$ cat src/rtl/regfile_pkg.sv
// Shared constants and types for the register file and its writeback path.
// Latency: n/a (declarations only).
// Backpressure: n/a.
package regfile_pkg;

    localparam int XLEN  = 32;
    localparam int AW    = 5;
    localparam int NREGS = 32;

    localparam logic [AW-1:0] ZERO_REG = 5'd0;

    // One writeback request: destination register plus the value to write.
    typedef struct packed {
        logic [AW-1:0]   addr;
        logic [XLEN-1:0] data;
    } wb_req_t;

endpackage

$ cat src/rtl/rr_arb2.sv
// Two-way round-robin arbiter with a force-requester-0 override.
// Latency: purely combinational; the pointer register lives in the caller.
// Backpressure: a non-granted requester simply sees no grant and keeps asking.
module rr_arb2 (
    input  logic [1:0] req,
    input  logic       force0,
    input  logic       last_grant,
    output logic [1:0] gnt
);

    // A single requester always wins; on contention, the override or a pointer
    // sitting at requester 1 hands the grant to requester 0, otherwise to 1.
    always_comb begin
        gnt = req;
        if (req == 2'b11) begin
            if (force0 || last_grant) begin
                gnt = 2'b01;
            end else begin
                gnt = 2'b10;
            end
        end
    end

endmodule

$ cat src/rtl/regfile_wb_arbiter.sv
// Arbitrates two writeback sources onto the single regfile write port, filters x0.
// Latency: a request accepted at posedge N drives we3/wa3/wd3 during cycle N+1.
// Backpressure: reqN_ready is combinational; the loser holds its request until granted.
module regfile_wb_arbiter #(
    parameter int XLEN = 32,
    parameter int AW   = 5,
    parameter int CW   = 16
) (
    input  logic            clock,
    input  logic            reset_n,
    input  logic            req0_valid,
    input  logic [AW-1:0]   req0_addr,
    input  logic [XLEN-1:0] req0_data,
    output logic            req0_ready,
    input  logic            req1_valid,
    input  logic [AW-1:0]   req1_addr,
    input  logic [XLEN-1:0] req1_data,
    output logic            req1_ready,
    output logic            we3,
    output logic [AW-1:0]   wa3,
    output logic [XLEN-1:0] wd3,
    output logic            last_grant,
    output logic [CW-1:0]   wr_count0,
    output logic [CW-1:0]   wr_count1
);

    localparam logic [CW-1:0] CNT_MAX = {CW{1'b1}};

    logic [1:0]            req_vec;
    logic                  same_addr;
    logic [1:0]            gnt;
    regfile_pkg::wb_req_t  win;

    logic                  we3_q, we3_d;
    logic [AW-1:0]         wa3_q, wa3_d;
    logic [XLEN-1:0]       wd3_q, wd3_d;
    logic                  last_grant_q, last_grant_d;
    logic [CW-1:0]         wr_count0_q, wr_count0_d;
    logic [CW-1:0]         wr_count1_q, wr_count1_d;

    // Requests are masked during reset so nothing is accepted while the
    // state is being cleared; same-address contention forces the older source.
    assign req_vec   = {req1_valid, req0_valid} & {2{reset_n}};
    assign same_addr = (req0_addr == req1_addr);

    rr_arb2 u_arb (
        .req        (req_vec),
        .force0     (same_addr),
        .last_grant (last_grant_q),
        .gnt        (gnt)
    );

    assign req0_ready = gnt[0];
    assign req1_ready = gnt[1];

    // Select the winning request's payload.
    always_comb begin
        win.addr = req0_addr;
        win.data = req0_data;
        if (gnt[1]) begin
            win.addr = req1_addr;
            win.data = req1_data;
        end
    end

    // Next state: load the winner into the write stage (x0 accepted but not
    // written), move the pointer to the winner, bump saturating counters.
    always_comb begin
        we3_d        = 1'b0;
        wa3_d        = wa3_q;
        wd3_d        = wd3_q;
        last_grant_d = last_grant_q;
        wr_count0_d  = wr_count0_q;
        wr_count1_d  = wr_count1_q;
        if (|gnt) begin
            we3_d        = (win.addr != regfile_pkg::ZERO_REG);
            wa3_d        = win.addr;
            wd3_d        = win.data;
            last_grant_d = gnt[1];
        end
        if (gnt[0] && (wr_count0_q != CNT_MAX)) begin
            wr_count0_d = wr_count0_q + {{(CW-1){1'b0}}, 1'b1};
        end
        if (gnt[1] && (wr_count1_q != CNT_MAX)) begin
            wr_count1_d = wr_count1_q + {{(CW-1){1'b0}}, 1'b1};
        end
    end

    // State registers; reset drops any pending write and points the
    // round-robin at requester 1 so requester 0 wins the first contention.
    always_ff @(posedge clock) begin
        if (!reset_n) begin
            we3_q        <= 1'b0;
            wa3_q        <= '0;
            wd3_q        <= '0;
            last_grant_q <= 1'b1;
            wr_count0_q  <= '0;
            wr_count1_q  <= '0;
        end else begin
            we3_q        <= we3_d;
            wa3_q        <= wa3_d;
            wd3_q        <= wd3_d;
            last_grant_q <= last_grant_d;
            wr_count0_q  <= wr_count0_d;
            wr_count1_q  <= wr_count1_d;
        end
    end

    assign we3        = we3_q;
    assign wa3        = wa3_q;
    assign wd3        = wd3_q;
    assign last_grant = last_grant_q;
    assign wr_count0  = wr_count0_q;
    assign wr_count1  = wr_count1_q;

endmodule
$ cat config.mk
export PLATFORM = sky130hd
export DESIGN_NAME = regfile_wb_arbiter
export DESIGN_NICKNAME = d
export VERILOG_FILES = /design/src/rtl/regfile_pkg.sv /design/src/rtl/rr_arb2.sv /design/src/rtl/regfile_wb_arbiter.sv
export SDC_FILE = /design/constraint.sdc
export NUM_CORES = 1
export LEC_CHECK = 0
export ABC_CLOCK_PERIOD_IN_PS = 4700
export CORE_MARGIN = 10
export CORE_UTILIZATION = 30
export CTS_CLUSTER_DIAMETER = 40
export CTS_CLUSTER_SIZE = 14
export DETAILED_ROUTE_END_ITERATION = 12
export SLEW_MARGIN = 20
export SYNTH_ARGS = -nofsm -noshare
export SYNTH_HDL_FRONTEND = slang
export SYNTH_SLANG_ARGS = --single-unit
$ cat constraint.sdc
create_clock -name clock -period 4.7 [get_ports clock]
set_input_delay 1.175 -clock clock [delete_from_list [all_inputs] [get_ports clock]]
set_output_delay 1.175 -clock clock [all_outputs]
set_load 0.02 [all_outputs]
# Word level (Yosys, flattened, before mapping)
# Cells that the tools add are included.
# word_totals
ff_bits,71
inputBits,78
output_inout_bits,73
elab_cells,22
# classes
n_addsub,2
eq_ne,4
n_mux,3
bitwise,1
reduce_logical,6
# op_table
op,n
37-bit 2-to-1 mux,1
"16-bit by 1-bit adder with 16-bit output, second input constant",2
"16-bit != test, second input constant",2
5-bit equality test,1
5-bit nonzero test,1
2-bit 2-to-1 mux,2
2-bit AND,1
"2-bit equality test, second input constant",1
1-bit logical AND,2
2-bit AND reduction,1
2-bit OR reduction,1
1-bit logical OR,1

# Longest topological paths before layout
# Gate-level depths: netlist of the first run.
# logic_depth
ltp_word,6
mapped_depth,7
ltp_nobuf,6

# Hierarchy
# Synthesis of the first run repeated with hierarchy kept, for this count alone.
# hier_totals
cells_unflattened,406
area_unflattened_um2,3354.5
# by_module_without_submodules
mod,n_inst,cells_per_inst,area_each_um2,seq_area_each_um2
regfile_wb_arbiter,1,402,3331.9,1421.4
rr_arb2,1,4,22.5,0.0

# Worst setup path after synthesis of the first run
# No wires, ideal clock.
# synth_path
path_kind,input -> output
from,in req1_addr[1]
to,out req0_ready
arrival_ns,2.315
required_ns,3.525
path_slack_ns,1.210
stages,6
path_buffers,2
cell_sequence,xnor2_1 nand3_2 o221a_4 buf_6 buf_6 nor2_1
# synth_between
elab_chain_cells,4
# synth_lines
item,line_no,rtl
start: declaration,regfile_wb_arbiter.sv:16,"input logic [AW-1:0] req1_addr,"
5-bit equality test,regfile_wb_arbiter.sv:44,assign same_addr = (req0_addr == req1_addr);
1-bit logical OR,rr_arb2.sv:16,if (force0 || last_grant) begin
2-bit 2-to-1 mux,rr_arb2.sv:16,
2-bit 2-to-1 mux,rr_arb2.sv:15,if (req == 2'b11) begin
end: declaration,regfile_wb_arbiter.sv:14,"output logic req0_ready,"
# Every way passes these cells.

# Worst setup path after layout of the first run
# layout_path
from,in req1_addr[0]
to,out req0_ready
# Same word-level chain as after synthesis.

==> run_results.csv, run 1 <==
group,metric,value,unit
placed_design,gp_congestion,0.797,
detailed_routing,ant_nets,0,
floorplan,start_util,30.8,%
cts,clock_path_buffers,2,
cts,cts_tree,"built",
global_routing,grt.overflow.total,0,
detailed_routing,dr_total_vias,3950,
floorplan,core,11500,sq um
sta,timing.setup.tns,0,ns
cts,cts_resized,0,
cts,h-tree-depth,3,
sta,max_freq,228,MHz
detailed_routing,wl_per_cell,17.6,um
detailed_routing,avgViaCountPerCell,5.45,
detailed_routing,drt-total-wl,12700,um
global_routing,gr-max-usage-layer,"met2",
detailed_routing,drc,0,
critical_path,path_cells,"clkdlybuf4s50_1 -> xnor2_1 -> nand3_2 -> o221a_4 -> nor2_1 -> clkdlybuf4s50_1",
floorplan,ioPinCount,151,
final_layout,final_nets,657,
cts,path_clk_slew,0.05,ns
logic_synthesis,synth-seq-cells,71,
sta,setup_violations,0,
final_layout,finalNonFillerCells,725,
placed_design,place_inst,709,
logic_synthesis,synth_area,3550,sq um
sta,maxSlewViolCount,0,
sta,clock_skew,0.00574,ns
sta,fin_crit_sh,93.4,%
logic_synthesis,synthAdderAreaFrac,0.705,%
cts,post_cts.repair.setup_buffers,0,
final_layout,diodes,0,
logic_synthesis,yosysUniqueCellTypes,47,
logic_synthesis,synth_compound_area_share,24.5,%
logic_synthesis,synth-edff-count,0,
cts,root_buffer,"clkbuf_16",
sta,whs,0.484,ns
detailed_routing,drt_iter0_markers,234,
floorplan,dieArea,16600,sq um
logic_synthesis,netlist.area_leader.share,40.0,%
floorplan,die_w,129,um
logic_synthesis,synth.area.mux_share,1.97,%
power,peakVddDrop,197,uV
global_routing,grt_antenna_before_repair,0,
power,power.leakage,1.82,nW
global_routing,grt_pass1_vias,3938,
status,status,"complete, no violations",
global_routing,use_met3,5.17,%
global_routing,grt_pass1_wl,20500,um
critical_path,cp_common_cell,"clkdlybuf4s50_1",
floorplan,std_cell_rows,39,
global_routing,track_usage,15.1,%
logic_synthesis,synth-simple-area-share,26.6,%
placed_design,io_buffers,150,
cts,ctsHoldBuffers,0,
detailed_routing,drtPass1Iterations,4,
sta,tightest_slew,0.924,ns
final_layout,syn_to_final_growth,52.1,%
logic_synthesis,seq_area_frac_synth,40.0,%
sta,finalHoldViolations,0,
cts,cts_made_buffers,9,
critical_path,crit_type,"in2out",
cts,clock-sinks,71,
power,cellPowerDensity,292,nW/um^2
floorplan,dieHeight,129,um
logic_synthesis,avgSynthCellArea,8.05,sq um
critical_path,slowest_delay,0.61,ns
logic_synthesis,synth_xor_area_share,1.23,%
placed_design,hpwl,9160,um
logic_synthesis,synth_largest_area_cell,"dfxtp_1",
critical_path,worstPathRequired,3.52,ns
sta,layout_min_cycle_time,4.39,ns
global_routing,met2_usage,24.6,%
logic_synthesis,synth_commonest_cells,"nand2_1, dfxtp_1, nand3_1, a31oi_1, a22oi_1",
critical_path,arrival,3.22,ns
final_layout,drive_gt1_share,5.84,%
logic_synthesis,yosysWarnings,0,
cts,worst_skew_pair.late_latency,0.33,ns
critical_path,critPathMaxFanout,25,
logic_synthesis,yosys-top-cells-area,"dfxtp_1, nand2_1, a31oi_1",
hold_path,min_path_type,"reg2reg",
critical_path,setup.worst_path.end_class,"output port",
logic_synthesis,synth-main-ff-cell,"dfxtp_1",
critical_path,start_kind,"input pin",
logic_synthesis,synth_top_family_by_area,"simple AND/OR/NAND/NOR gates",
final_layout,fillers,1138,
logic_synthesis,syn_nets,521,
logic_synthesis,synth_cells,441,
job,max_cap_violations,0,
sta,slew_headroom,38.4,%
critical_path,critPathSlowestCell,"clkdlybuf4s50_1",
global_routing,grt_start_max_net_pins,43,
logic_synthesis,yosysMostFrequentCell,"nand2_1",
sta,rsz0062_at_grt,"no",
logic_synthesis,synth_async_sr_flop_share,0,%
global_routing,use_met1,17.9,%
-- registers in the layout, indices dropped and copies added (netlist names) --
| signal | flops |
|---|---|
| wr_count0 | 16 |
| wa3 | 5 |
| last_grant | 1 |
| wr_count1 | 16 |
| wd3 | 32 |
| we3 | 1 |
-- kinds of logic (layout without fill, tap and decap cells) --
family / Yosys count / in the layout
xor+xnor: 5 / 5
simple gates: 184 / 184
flops: 71 / 71
buf+inv: 38 / 179
mux: 7 / 7
compound gates: 134 / 134
fa+ha+maj: 2 / 2
-- metal layers --
layer,vias up,wire length (um)
met5,-,0
met4,0,162
met3,11,1070
met2,120,5900
met1,1886,5600
li1,1933,-
-- where the power goes --
part	internal, mW	total (mW)	switching, mW	leakage, nW
sequential	0.635	0.656	0.0207	0.583
clock	0.353	0.605	0.253	0.133
combinational	0.156	0.314	0.159	1.11
total	1.14	1.58	0.432	1.82
-- final timing paths --
kind	start	endpoint	slack, ns	cells past startpoint
worst max-delay path	req1_addr[0]	req0_ready	0.31	6
worst max register to register	wr_count1[1]$_SDFFE_PN0P_	wr_count1[8]$_SDFFE_PN0P_	2.51	5
worst min-delay path	wr_count0[5]$_SDFFE_PN0P_	wr_count0[5]$_SDFFE_PN0P_	0.48	2
worst min register to register	wr_count0[5]$_SDFFE_PN0P_	wr_count0[5]$_SDFFE_PN0P_	0.48	2
-- critical path: cells and delay by family --
kind	cells	cell delay, ns
buffers and inverters	2	1.07
AOI/OAI and AO/OA	1	0.35
and+or+nand+nor	2	0.30
xor gates and xnor gates	1	0.32
-- placed cells by master, fill, tap and decap left out, types with 13 or more instances in the layout --
cell type | Yosys | final
nand2_1 | 74 | 74
nand3_1 | 38 | 38
or4_1 | 14 | 14
dfxtp_1 | 71 | 71
a31oi_1 | 37 | 37
a21oi_1 | 22 | 22
o31ai_1 | 13 | 13
o21ai_0 | 24 | 24
a22oi_1 | 25 | 25
clkdlybuf4s50_1 | 0 | 150
-- per-stage QoR --
stage / area (sq um) / utilization [%] / setup slack (ns) / power [mW]
2_1_floorplan: 3550 / - / 1.21 / 0.814
3_3_place_gp: 5130 / 44.6 / 0.333 / 0.980
3_5_place_dp: 5130 / 44.6 / 0.284 / 0.984
4_1_cts: 5390 / 46.8 / 0.282 / 1.59
5_1_grt: 5400 / 46.9 / 0.145 / 1.65
6_report: 5400 / 46.9 / 0.309 / 1.58
-- area by class of cell --
class	instances	area, sq um	area share [%]
Timing Repair Buffer	157	1550	28.8
Clock buffer	11	233	4.31
Clock inverter	5	25.0	0.464
Sequential cell	71	1420	26.3
Tap cell	143	179	3.31
Multi-Input combinational cell	332	1960	36.4
Inverter	6	22.5	0.417
Note: power is estimated with default switching activity, not from simulation.
==> run 2: changes to the inputs <==
Settings changed: ABC_CLOCK_PERIOD_IN_PS 4700 to 4000, HOLD_SLACK_MARGIN set to 0.08.
Clock period 4.7 ns to 4 ns, I/O delays scaled along.
==> run 2 against run 1 <==
Compared with the run above:
- largest cell class unchanged
- routed wire length is 2.5% higher
- critical endpoint is now req1_ready
- die area is the same
- clock-buffer cell count is 2 lower
- register-to-register slack worse by 0.65 ns
- flip-flop and latch count unchanged
==> run_results.csv, run 2 (synthesized netlist as in run 1, its figures left out) <==
group,metric,value,unit
critical_path,cp_top_family,"buffers and inverters",
cts,cts_resized,0,
placed_design,io_buffers,150,
critical_path,start_kind,"input pin",
sta,clock_skew,0.00285,ns
cts,path_clk_slew,0.06,ns
global_routing,grt_pass1_wl,20800,um
floorplan,die_w,129,um
final_layout,final_nets,662,
detailed_routing,drt-total-wl,13000,um
final_layout,final_cell_mix,"clkdlybuf4s50_1, nand2_1, dfxtp_1, nand3_1, a31oi_1",
global_routing,grt_pass1_vias,3958,
global_routing,grt_antenna_before_repair,0,
power,cellPowerDensity,384,nW/um^2
placed_design,place_inst,714,
detailed_routing,drtPass1Iterations,4,
sta,layout_min_cycle_time,3.79,ns
hold_path,hp-start,"wr_count0[5]$_SDFFE_PN0P_",
global_routing,track_usage,15.4,%
sta,timing.setup.tns,0,ns
detailed_routing,ant_nets,0,
sta,tightest_slew,0.944,ns
hold_path,min_path_type,"reg2reg",
cts,clock_path_buffers,2,
floorplan,dieArea,16600,sq um
floorplan,start_util,30.8,%
final_layout,seqCellArea,1420,sq um
sta,max_freq,264,MHz
cts,root_buffer,"clkbuf_16",
status,status,"complete, no violations",
detailed_routing,wl_per_cell,17.9,um
critical_path,slowest_delay,0.54,ns
placed_design,gp_congestion,0.802,
critical_path,arrival,2.79,ns
global_routing,grt.overflow.total,0,
critical_path,setup.worst_path.end_class,"output port",
cts,clock-sinks,71,
power,peakVddDrop,238,uV
final_layout,multiInputGateArea,1960,sq um
sta,slew_headroom,37.1,%
floorplan,std_cell_rows,39,
detailed_routing,drt_iter0_markers,303,
final_layout,fillers,1088,
detailed_routing,drc,0,
critical_path,path_cells,"clkdlybuf4s50_1 -> xnor2_1 -> buf_4 -> nand3_2 -> buf_4 -> o21ai_2 -> nor2_1 -> clkdlybuf4s50_1",
critical_path,timing.critical_path.buf_inv,4,
critical_path,reg2reg_depth,5,
final_layout,finalNonFillerCells,730,
cts,cts_made_buffers,9,
critical_path,worstPathRequired,3.00,ns
sta,finalHoldViolations,0,
floorplan,dieHeight,129,um
critical_path,critPathSlowestCell,"clkdlybuf4s50_1",
critical_path,r2r-end,"wr_count1[8]$_SDFFE_PN0P_",
detailed_routing,dr_total_vias,3989,
cts,h-tree-depth,3,
sta,rsz0062_at_grt,"no",
hold_path,min_to,"wr_count0[5]$_SDFFE_PN0P_",
global_routing,grt_start_max_net_pins,49,
job,max_cap_violations,0,
power,power.leakage,1.91,nW
placed_design,hpwl,9350,um
final_layout,largest_reg_flops,32,
cts,ctsHoldBuffers,0,
cts,post_cts.repair.setup_buffers,0,
hold_path,min_path_cells,2,
sta,fin_crit_sh,94.6,%
detailed_routing,avgViaCountPerCell,5.46,
critical_path,r2r_slack,1.86,ns
final_layout,utilization,48.1,%
cts,cts_tree,"built",
final_layout,diodes,0,
floorplan,core,11500,sq um
critical_path,critPathMaxFanout,3,
final_layout,drive_gt1_share,6.98,%
final_layout,final_common_cell,"clkdlybuf4s50_1",
sta,maxSlewViolCount,0,
critical_path,r2r_start,"wr_count1[0]$_SDFFE_PN0P_",
final_layout,syn_to_final_growth,56.1,%
critical_path,crit_type,"in2out",
floorplan,ioPinCount,151,
sta,setup_violations,0,
cts,worst_skew_pair.late_latency,0.33,ns
==> run 2: cell types whose count changed in the layout (fill, tap and decap cells not counted), sizes merged <==
| cell | before | now |
|---|---|---|
| dlymetal6s2s | 0 | 1 |
| clkinv | 5 | 3 |
| clkbuf | 11 | 9 |
| clkdlybuf4s50 | 150 | 149 |
| bufinv | 0 | 4 |
| buf | 7 | 12 |
==> run 2: per-layer routing <==
layer	global-route usage [%]	wire length, um	up-vias
li1	-	-	1944
met4	5.69	177	0
met1	18.1	5580	1909
met2	25.3	6160	122
met5	0	0	-
met3	5.38	1130	14
==> run 2: worst register-to-register path, cell delays in order, from the launching register on <==
cell and delay, ns:
dfxtp_1 0.50, ha_1 0.38, nand4_1 0.33, nor2_2 0.45, and4b_1 0.26, mux2i_1 0.11
==> run 2: power by group <==
| group | internal, mW | switching [mW] |
|---|---|---|
| Combinational | 0.187 | 0.189 |
| Sequential | 0.746 | 0.0253 |
| Clock | 0.669 | 0.311 |
| Total | 1.60 | 0.526 |
==> run 2: final cells by class <==
type,instances,share of cell area (%)
repair buffers,162,28.8
clock inverters,7,2.44
multi-input cells,332,35.4
clock buffers,9,4.07
inverters,6,0.407
well taps,143,3.23
flip-flops and latches,71,25.7
==> run 2: worst max-delay path by stage <==
stage	from	end	slack, ns	depth (start not counted)
floorplan	req1_addr[1]	req0_ready	0.86	6
global placement	req1_addr[0]	req0_ready	0.1	7
detailed placement	req1_addr[0]	req0_ready	0.08	7
CTS	req1_addr[0]	req0_ready	0.08	7
global route	req1_addr[0]	req1_ready	0.11	8
finish	req1_addr[0]	req1_ready	0.21	8
==> run 2: metrics by stage <==
stage	hold WS [ns]	setup slack, ns	power [mW]	area [sq um]
2_1_floorplan	0.545	0.860	0.956	3550
3_3_place_gp	0.477	0.0989	1.16	5170
3_5_place_dp	0.486	0.0823	1.17	5180
4_1_cts	0.497	0.0794	2.15	5540
5_1_grt	0.532	0.110	2.22	5540
6_report	0.490	0.215	2.13	5540
==> run 3: changes to the inputs <==
Settings changed: CORE_UTILIZATION 30 to 39, PLACE_DENSITY set to 0.77.
==> run 3 against run 2 <==
Compared with the run above:
- clock power down 32%
- sequential share of layout area up 0.87 points
- combinational power about the same
- clock skew up 0.0049 ns
- die area down 20%
- register-to-register slack better by 0.06 ns
- routed wire length down 5.3%
- clock-buffer cell count up 4
- critical path type unchanged
- largest cell class unchanged
- largest power group is now sequential cells
==> run_results.csv, run 3 (synthesized netlist as in run 1, its figures left out) <==
group,metric,value,unit
status,status,"complete, no violations",
power,power_frac_comb,20.7,%
sta,layout_min_cycle_time,3.82,ns
placed_design,io_buffers,150,
hold_path,min_path_type,"reg2reg",
placed_design,placed_area,5120,sq um
critical_path,critPathMaxFanout,3,
placed_design,place_inst,678,
detailed_routing,avgViaCountPerCell,5.70,
final_layout,fillers,768,
detailed_routing,ant_nets,0,
final_layout,drive_gt1_share,6.66,%
critical_path,r2r_start,"wr_count1[0]$_SDFFE_PN0P_",
critical_path,worstPathRequired,3.00,ns
critical_path,arrival,2.82,ns
final_layout,diodes,0,
detailed_routing,wl_per_cell,17.8,um
final_layout,finalNonFillerCells,694,
final_layout,utilization,60.8,%
cts,ctsHoldBuffers,0,
cts,clock-sinks,71,
detailed_routing,drc,0,
power,p_int,1.32,mW
final_layout,final_nets,661,
power,p_switching,0.488,mW
global_routing,grt.overflow.total,0,
floorplan,ioPinCount,151,
sta,tightest_slew,0.860,ns
sta,fin_crit_sh,95.5,%
sta,whs,0.486,ns
cts,cts_tree,"built",
hold_path,min_to,"wr_count0[5]$_SDFFE_PN0P_",
power,swShare,27.1,%
sta,slew_headroom,42.6,%
sta,setup_violations,0,
final_layout,design_area,5360,sq um
critical_path,start_kind,"input pin",
sta,timing.setup.tns,0,ns
floorplan,die_w,115,um
global_routing,grt_start_max_net_pins,49,
cts,root_buffer,"clkbuf_8",
floorplan,dieHeight,115,um
floorplan,dieArea,13300,sq um
critical_path,reg2reg_depth,5,
hold_path,min_path_cells,2,
global_routing,grt_pass1_wl,19600,um
final_layout,largest_reg_flops,32,
global_routing,grt_antenna_before_repair,0,
sta,clock_skew,0.00777,ns
power,power.leakage,1.83,nW
detailed_routing,drt_iter0_markers,282,
cts,cts_made_buffers,9,
sta,maxSlewViolCount,0,
hold_path,hp-start,"wr_count0[5]$_SDFFE_PN0P_",
power,p_clk_share,36.7,%
cts,worst_skew_pair.late_latency,0.34,ns
cts,post_cts.repair.setup_buffers,0,
critical_path,r2r_slack,1.92,ns
sta,max_freq,262,MHz
global_routing,track_usage,18.1,%
sta,rsz0062_at_grt,"no",
placed_design,gp_congestion,0.812,
critical_path,r2r-end,"wr_count1[8]$_SDFFE_PN0P_",
cts,cts_resized,0,
power,cellPowerDensity,337,nW/um^2
floorplan,core,8810,sq um
detailed_routing,drt-total-wl,12400,um
sta,finalHoldViolations,0,
cts,clock_path_buffers,2,
floorplan,start_util,40.3,%
power,peakVddDrop,157,uV
global_routing,grt_pass1_vias,3902,
placed_design,hpwl,8990,um
detailed_routing,dr_total_vias,3953,
job,max_cap_violations,0,
final_layout,syn_to_final_growth,50.9,%
final_layout,final_common_cell,"clkdlybuf4s50_1",
detailed_routing,drtPass1Iterations,4,
critical_path,setup.worst_path.end_class,"output port",
cts,h-tree-depth,3,
final_layout,final_cell_mix,"clkdlybuf4s50_1, nand2_1, dfxtp_1, nand3_1, a31oi_1",
cts,path_clk_slew,0.07,ns
floorplan,std_cell_rows,34,
power,power_frac_seq,42.6,%
critical_path,crit_type,"in2out",
[run 3: cell types whose count changed in the layout (fill, tap and decap cells not counted), moves of 2 or more]
cell	delta
clkbuf_1	+2
clkbuf_8	+11
clkinv_2	-2
clkbuf_16	-9
bufinv_16	-2
[run 3: final cells by class]
cell class / count / area [sq um] / share of cell area, %
inverter: 6 / 22.5 / 0.420
multi-input combinational: 332 / 1970 / 36.8
sequential: 71 / 1420 / 26.5
clock buffer: 13 / 159 / 2.97
timing repair buffer: 161 / 1580 / 29.6
clock inverter: 3 / 65.1 / 1.21
tap: 108 / 135 / 2.52
[run 3: how the worst max path moves through the flow]
stage | startpoint | end | depth (start not counted)
after floorplan | req1_addr[1] | req0_ready | 6
after global placement | req1_addr[0] | req0_ready | 6
after detailed placement | req1_addr[0] | req0_ready | 6
after CTS | req1_addr[0] | req0_ready | 6
after global routing | req1_addr[0] | req0_ready | 6
final | req1_addr[0] | req0_ready | 6
[run 3: through the flow]
step | total power [mW] | setup slack [ns]
after floorplan | 0.956 | 0.860
after global placement | 1.15 | 0.103
after detailed placement | 1.16 | 0.0407
after CTS | 1.82 | 0.0410
after global routing | 1.88 | 0.0791
final | 1.81 | 0.179
[run 3: critical path, cell delays in order]
cell             delay, ns
clkdlybuf4s50_1       0.49
xnor2_2               0.26
nand3_2               0.13
o221a_4               0.23
nor2_1                0.08
clkdlybuf4s50_1       0.62
[run 3: layer usage]
layer | GRT usage [%] | vias up | wire, um
li1 | - | 1935 | -
met5 | 0 | - | 0
met3 | 5.83 | 19 | 956
met2 | 30.8 | 133 | 5980
met1 | 20.2 | 1866 | 5150
met4 | 7.85 | 0 | 265
[run 3: power groups by stage]
| stage | registers, mW | clock network (mW) | logic, mW |
|---|---|---|---|
| final | 0.768 | 0.663 | 0.374 |
| after CTS | 0.769 | 0.676 | 0.377 |
| after detailed placement | 0.785 | 0 | 0.376 |
| after global placement | 0.783 | 0 | 0.368 |
| after floorplan | 0.828 | 0 | 0.128 |
| after global routing | 0.773 | 0.700 | 0.403 |
